### src/rtl/reg_block.sv
// Datapath register block: 2^RWIDTH x DWIDTH register file (R0 = 0), immediate
// sign-extender, operand-B mux and 4-bit ALU. Define REGBLOCK_BYPASS_EN for write-first read forwarding.
module reg_block #(
    parameter int RWIDTH = 6,
    parameter int DWIDTH = 32,
    parameter int IMM_IN = 15
) (
    input  logic              clk,
    input  logic              rst,
    input  logic [RWIDTH-1:0] rs,
    input  logic [RWIDTH-1:0] rt,
    input  logic [RWIDTH-1:0] rd,
    input  logic [DWIDTH-1:0] wd,
    input  logic              we,
    input  logic              muxsel1,
    input  logic [IMM_IN-1:0] imm_in,
    input  logic [3:0]        ALUopsel,
    output logic [DWIDTH-1:0] opBwd,
    output logic [DWIDTH-1:0] ALUresult
);

    localparam int NREG = 1 << RWIDTH;
    localparam int SHW  = $clog2(DWIDTH);

    localparam logic [3:0] OP_ADD  = 4'b0000;
    localparam logic [3:0] OP_AND  = 4'b0001;
    localparam logic [3:0] OP_OR   = 4'b0010;
    localparam logic [3:0] OP_SUB  = 4'b0011;
    localparam logic [3:0] OP_XOR  = 4'b0100;
    localparam logic [3:0] OP_NOR  = 4'b0101;
    localparam logic [3:0] OP_SLL  = 4'b0110;
    localparam logic [3:0] OP_SRL  = 4'b0111;
    localparam logic [3:0] OP_SRA  = 4'b1000;
    localparam logic [3:0] OP_SLT  = 4'b1001;
    localparam logic [3:0] OP_SLTU = 4'b1010;
    localparam logic [3:0] OP_PASS = 4'b1011;

    logic [DWIDTH-1:0] rf [NREG];

    assign rf[0] = '0;

    // Flop-based storage: asynchronous clear of every entry rules out a RAM macro.
    genvar gi;
    generate
        for (gi = 1; gi < NREG; gi++) begin : g_reg
            logic [DWIDTH-1:0] reg_d;
            logic [DWIDTH-1:0] reg_q;

            always_comb begin
                reg_d = reg_q;
                if (we && (rd == RWIDTH'(gi))) begin
                    reg_d = wd;
                end
            end

            always_ff @(posedge clk or posedge rst) begin
                if (rst) begin
                    reg_q <= '0;
                end else begin
                    reg_q <= reg_d;
                end
            end

            assign rf[gi] = reg_q;
        end
    endgenerate

    logic [DWIDTH-1:0] op_a;
    logic [DWIDTH-1:0] op_b_reg;
    logic [DWIDTH-1:0] ext_imm;
    logic [DWIDTH-1:0] op_b;
    logic [SHW-1:0]    shamt;
    logic [DWIDTH-1:0] alu_result;

    always_comb begin
        op_a     = rf[rs];
        op_b_reg = rf[rt];
`ifdef REGBLOCK_BYPASS_EN
        // Forward the in-flight write so a dependent read sees it before the edge.
        if (!rst && we && (rd != '0)) begin
            if (rs == rd) begin
                op_a = wd;
            end
            if (rt == rd) begin
                op_b_reg = wd;
            end
        end
`endif
    end

    assign ext_imm = {{(DWIDTH - IMM_IN){imm_in[IMM_IN-1]}}, imm_in};
    assign op_b    = muxsel1 ? ext_imm : op_b_reg;
    assign shamt   = op_b[SHW-1:0];

    always_comb begin
        alu_result = '0;
        case (ALUopsel)
            OP_ADD:  alu_result = op_a + op_b;
            OP_AND:  alu_result = op_a & op_b;
            OP_OR:   alu_result = op_a | op_b;
            OP_SUB:  alu_result = op_a - op_b;
            OP_XOR:  alu_result = op_a ^ op_b;
            OP_NOR:  alu_result = ~(op_a | op_b);
            OP_SLL:  alu_result = op_a << shamt;
            OP_SRL:  alu_result = op_a >> shamt;
            OP_SRA:  alu_result = $unsigned($signed(op_a) >>> shamt);
            OP_SLT:  alu_result = {{(DWIDTH - 1){1'b0}}, ($signed(op_a) < $signed(op_b))};
            OP_SLTU: alu_result = {{(DWIDTH - 1){1'b0}}, (op_a < op_b)};
            OP_PASS: alu_result = op_b;
            default: alu_result = '0;
        endcase
    end

    assign opBwd     = op_b_reg;
    assign ALUresult = alu_result;

endmodule

### config.mk
export PLATFORM = sky130hd
export DESIGN_NAME = reg_block
export DESIGN_NICKNAME = d
export VERILOG_FILES = /design/src/rtl/reg_block.sv
export SDC_FILE = /design/constraint.sdc
export NUM_CORES = 2
export LEC_CHECK = 0
export CAP_MARGIN = 20
export CORE_UTILIZATION = 53
export DETAILED_ROUTE_END_ITERATION = 6
export HOLD_SLACK_MARGIN = 0.12
export PLACE_DENSITY = 0.72
export SKIP_LAST_GASP = 1
export SLEW_MARGIN = 20
export SYNTH_ARGS = -nofsm -noshare
export SYNTH_HDL_FRONTEND = slang
export SYNTH_SLANG_ARGS = --single-unit
export TNS_END_PERCENT = 1
### constraint.sdc
create_clock -name clk -period 169.6 [get_ports clk]
set_input_delay 33.92 -clock clk [delete_from_list [all_inputs] [get_ports clk]]
set_output_delay 33.92 -clock clk [all_outputs]
set_load 0.02 [all_outputs]
==> Word level (Yosys, flattened, before mapping) <==
Index checks and enable logic that the tools add are counted.
{ "word_totals": {"ram_bits": 0, "latchBits": 0, "ff_bits": 2016, "in_bits": 73, "mem_bits_ro": 0, "out_inout_bits": 64, "n_memories": 0} }
{ "classes": {"n_addsub": 2, "n_mul": 0, "bitwise_logic": 6, "shifts": 3, "div": 0, "n_mux": 8, "n_eq_ne": 74, "magnitude_cmp": 4, "reduce_logical": 64} }
{ "op_table": {"columns": ["operator", "count"], "rows": [
  ["32-bit binary-select mux with 6-bit select", 2],
  ["32-bit one-hot mux with 12 select lines", 1],
  ["6-bit equality test (second input constant)", 32],
  ["32-bit 2-to-1 mux", 5],
  ["6-bit by 5-bit equality test with 1-bit output (second input constant)", 16],
  ["32-bit < comparator", 2],
  ["1-bit logical AND", 63],
  ["6-bit by 4-bit equality test with 1-bit output (second input constant)", 8],
  ["32-bit adder", 1],
  ["32-bit AND", 1],
  ["32-bit NOT", 1],
  ["32-bit OR", 1],
  ["32-bit by 5-bit << shifter with 32-bit output", 1],
  ["32-bit by 5-bit >> shifter with 32-bit output", 1],
  ["32-bit by 5-bit >>> shifter with 32-bit output", 1],
  ["32-bit subtractor", 1],
  ["32-bit bitwise XOR", 1],
  ["6-bit by 3-bit equality test with 1-bit output (second input constant)", 4],
  ["4-bit by 3-bit equality test with 1-bit output (second input constant)", 4],
  ["4-bit equality test (second input constant)", 4],
  ["7-bit >= comparator (second input constant)", 2],
  ["6-bit NOT with 7-bit output", 2],
  ["6-bit by 2-bit equality test with 1-bit output (second input constant)", 2],
  ["4-bit by 2-bit equality test with 1-bit output (second input constant)", 2],
  ["other kinds (3)", 3]
]} }

==> Depth between registers and ports, before layout <==
{ "depth": {"word_depth": 8, "depth_mapped": 27, "ltp_nobuf": 20} }

==> Least setup slack after synthesis <==
No wires, ideal clock.
{ "synth_path": {"path_type": "input-to-output", "startpoint": "input port rt[1]", "endpoint": "output port ALUresult[28]", "slack_ns": 95.768, "stages": 25, "arrival_time_ns": 39.912, "cell_sequence": "buf_2 buf_4 buf_6 buf_2 buf_1 clkbuf_1 clkbuf_1 mux4_2 mux4_2 mux4_2 mux2i_1 inv_1 ha_1 nand2b_1 a21oi_1 nor2_1 and2_1 a21oi_1 o311ai_0 a211o_1 a221o_1 a41o_1 mux2i_1 nor2_1 a211o_1"} }
{ "synth_lines": {"columns": ["item", "line_no", "text"], "rows": [
  ["from (decl)", "11", "input logic [RWIDTH-1:0] rt,"],
  ["6-bit NOT with 7-bit output (not written as such) (*)", "77", "op_b_reg = rf[rt];"],
  ["32-bit binary-select mux with 6-bit select (*)", "77", null],
  ["32-bit 2-to-1 mux (not written as such) (*) (2 in a row)", "77", null],
  ["named net opBwd[5]", "18", "output logic [DWIDTH-1:0] opBwd,"],
  ["32-bit 2-to-1 mux (*)", "92", "assign op_b = muxsel1 ? ext_imm : op_b_reg;"],
  ["32-bit subtractor / 32-bit adder (equally long branches)", "101, 98", null],
  ["32-bit one-hot mux with 12 select lines (*)", "97", "case (ALUopsel)"],
  ["to (decl)", "19", "output logic [DWIDTH-1:0] ALUresult"]
]} }
The timed path passes the listed nets; every way through them passes the cells marked *. The select of a mux whose other input is x is not followed.

==> Worst setup path in the final report <==
{ "layout_path": {"startpoint": "input port rt[1]", "endpoint": "output port ALUresult[27]"} }
{ "layout_between": {"elab_chain_cells": 8} }
{ "layout_lines": {"columns": ["item", "line_no"], "rows": [
  ["6-bit NOT with 7-bit output (not written as such) (*)", "77"],
  ["32-bit binary-select mux with 6-bit select (*)", "77"],
  ["32-bit 2-to-1 mux (not written as such) (*) (2 in a row)", "77"],
  ["32-bit 2-to-1 mux (*)", "92"],
  ["branches (longest 2 deep; another with 32-bit subtractor)", null],
  ["32-bit one-hot mux with 12 select lines (*)", "97"]
]} }
Every way passes the cells marked *. The select of a mux whose other input is x is not followed.

==> summary.txt <==
Run
  – Max-Cap Viols: 0

Yosys
  – Top FF cell, synth: dfrtp_1
  – Syn_area_per_cell: 14.4 um2
  – Top cell type's share of synthesized area: 0.430
  – Leading area contributor after synthesis: dfrtp_1
  – Synth area leaders: dfrtp_1 (43%), mux4_2 (22%), mux2_2 (21%), mux2i_1 (2.3%), clkbuf_1 (1.3%)
  – Synthesized area: 0.117 mm2
  – Cells after synthesis: 8155
  – Yosys warning total: 0
  – #FFs+latches synth: 2016
  – Post-synthesis cell type count: 90
  – Async SR Flop Fraction: 1.00
  – Seq/Total Area, Yosys: 0.430
  – Post-synth EDFFs: 0
  – Post-Syn Nets: 8327

Routing
  – Final ANT Viol Nets: 0
  – DRT iter0 DRCs: 9918
  – Wire length per cell: 38.0 um
  – Routed vias/inst: 7.28
  – WL final: 418 mm
  – Drt pass-1 iters: 6
  – DR vias: 79979
  – Post-route DRC violation count: 0

Place
  – PortBufs: 136
  – Post-DP HPWL: 252 mm
  – Placer Congestion: 1.00

Global route
  – M1 GR Usage: 0.498
  – Total congestion overflow: 0
  – GRT Util Overall: 0.377
  – Top Usage Layer GRT: met2
  – Grt met3 use: 0.123
  – GRT met2 Usage: 0.552
  – Initial antenna violation count: 34
  – Number of global-route vias before repair: 81266
  – Largest net degree at the start of global routing: 182
  – First-pass GRT wire length: 603 mm

Setup path
  – Worst path required time: 135.68 ns
  – Crit start category: input port
  – R2R depth: 1
  – WS Path Type: input port to output port
  – FF-to-FF End: g_reg[45].reg_q[27]
  – Reg2reg start: g_reg[45].reg_q[27]
  – Crit-path slowest cell: o21ai_0
  – CP Data Arrival Time: 43.16 ns
  – Max incr delay on CP: 0.81 ns
  – Crit path capture type: output port
  – Crit-path cells: buf_8, buf_12, buf_12, buf_4, mux2_2, a22o_1, mux4_2, mux4_2, o21ai_0, ha_1, inv_1, a21oi_1, nor2_1, a211oi_1, nor2_1, a211o_1, a2111oi_0, o21bai_1, a21oi_1, o22ai_1, o21ai_0, nand3_1, clkdlybuf4s50_1
  – Critical Path Source: rt[1]
  – Largest fanout on the critical path: 118
  – Reg-to-reg slack, setup: 168.78 ns

Cells and area
  – Nets: 8013
  – Biggest register: g.reg_q
  – Number of flip-flops in the largest register: 2016
  – Area delta synth->final: 8.87%
  – Share of layout cells above drive strength 1: 0.496
  – Leading registers by flop count: g.reg_q: 2016 flops
  – Fin util: 0.581

Clocking
  – Num CTS Buffers: 207
  – Number of gates resized after cts: 0
  – Reg clk slew, reported paths: 0.06 ns
  – Clock latency on the worst-skew pair: 0.89 ns
  – CTS Sinks: 2016
  – CTS tree: yes
  – Number of setup buffers added after CTS: 0
  – # hold bufs at CTS: 0
  – H-tree levels: 4
  – Deepest clock path buffer count: 3
  – Root buffer cell: clkbuf_16

Floorplan
  – Die Area: 0.223 mm2
  – CORE AREA: 0.220 mm2
  – Die W: 472 um
  – Die Y-Extent: 472 um
  – Ports: 137
  – FP Rows: 172
  – Initial core utilization: 0.533

STA
  – Slew headroom: 0.160
  – Fin. max-slew vios: 0
  – Setup violations, final: 0
  – Part of the cycle the worst path needs: 0.454
  – Fmax: 13.0 MHz
  – Setup total negative slack: 0 ns
  – Worst Max-Slew Pin Slew: 1.26 ns
  – Min cycle time layout: 77.08 ns
  – RSZ-0062 raised after global routing: false
  – Worst Skew: 0 ns
  – Fin. Hold Viols: 0

Pwr
  – PD cells: 10.8 mW/mm2
  – P_leak: 56.9 nW
  – VDD IR max: 0.0000104 V

Min path
  – WHS Endpoint: g_reg[60].reg_q[2]
  – HP Class: flip-flop to flip-flop
  – Hold Crit Depth: 1
  – Hold Path Origin: g_reg[60].reg_q[2]

Run status
  – Status: complete, no violations
-- critical path: cells and delay by family --
kind / cells / cell delay, ns
compound gates: 10 / 3.35
buf+inv: 6 / 3.13
mux: 3 / 1.46
fa+ha+maj: 1 / 0.42
simple gates: 3 / 0.30
-- final cells by class --
type / count / area, um2
flip-flops and latches: 2016 / 50400
clock inverters: 79 / 1200
multi-input cells: 5176 / 62900
diodes: 14 / 35.0
well taps: 2958 / 3700
inverters: 106 / 419
repair buffers: 334 / 2920
fillers: 16709 / 92100
clock buffers: 305 / 6030
-- how the worst max path moves through the flow --
stage	to	slack (ns)
after floorplan	g_reg[10].reg_q[0]	78.74
after global placement	ALUresult[27]	92.80
after detailed placement	ALUresult[27]	92.74
after CTS	ALUresult[27]	92.68
after global routing	ALUresult[27]	92.17
final	ALUresult[27]	92.52
-- cell usage in the layout, fill, tap and decap left out, drive strengths merged, types with 26 or more instances in the layout --
cell type      Yosys  final
inv               99    104
a21oi            155    155
nor2b             27     27
nor2             256    256
a221oi            70     70
clkdlybuf4s50      0     91
mux2i            274    274
a22oi             26     26
clkinv             7     56
nor3              44     44
clkbuf           406    306
a211oi            38     38
dfrtp           2016   2016
o221ai            31     31
o21ai            162    162
nand2            267    267
o211ai            32     32
mux2            2139   2139
mux4            1119   1119
a21o              26     26
o22ai             43     43
a22o              45     45
buf              451    242
nand3             37     37
ha                97     97
-- layer usage --
metal,share of wire,wire (um)
met5,0.00077,320
met4,0.062,26000
met2,0.44,184000
met1,0.37,157000
met3,0.12,50600
-- per-stage QoR --
| step | worst slack [ns] | hold WS (ns) | cells | instance area (um2) | total power [mW] |
|---|---|---|---|---|---|
| after global routing | 92.17 | 0.533 | 10977 | 128000 | 1.43 |
| after CTS | 92.68 | 0.521 | 10971 | 127000 | 1.38 |
| after global placement | 92.80 | 0.499 | 10585 | 120000 | 0.887 |
| final | 92.52 | 0.522 | 10988 | 128000 | 1.38 |
| after floorplan | 78.74 | 0.489 | 8155 | 117000 | 0.809 |
| after detailed placement | 92.74 | 0.507 | 10587 | 120000 | 0.900 |
-- logic make-up after synthesis --
family,count (synthesis),share of synthesized area
AOI/OAI and AO/OA,808,0.0485
and+or+nand+nor,734,0.0275
xor gates and xnor gates,3,0.000224
DFF,2016,0.430
adders and majority gates,99,0.0107
muxes,3532,0.444
buffers and inverters,963,0.0385
-- power by group --
part | internal, mW | switching (mW) | total, mW
Clock | 0.281 | 0.205 | 0.486
Combinational | 0.155 | 0.151 | 0.306
Sequential | 0.545 | 0.0473 | 0.593
-- Yosys cell counts, types with 13 or more instances --
cell type	number
o21ai_0	139
nand2b_1	25
dfrtp_1	2016
a22o_1	45
buf_4	49
a31oi_1	14
clkbuf_1	406
o21ai_1	23
mux2i_1	273
mux2_2	2135
inv_1	90
nor2b_1	27
nand3_1	36
nor3_1	44
o2111ai_1	13
buf_1	197
a211oi_1	38
and2_1	14
o22ai_1	43
buf_2	140
mux4_2	1119
o21bai_1	17
a221oi_1	68
ha_1	97
a221o_1	25
nand2_1	265
a21o_1	25
buf_6	56
a21oi_1	155
a22oi_1	23
o211ai_1	30
o221ai_1	29
nor2_1	255
Note: power is estimated with default switching activity, not from simulation.
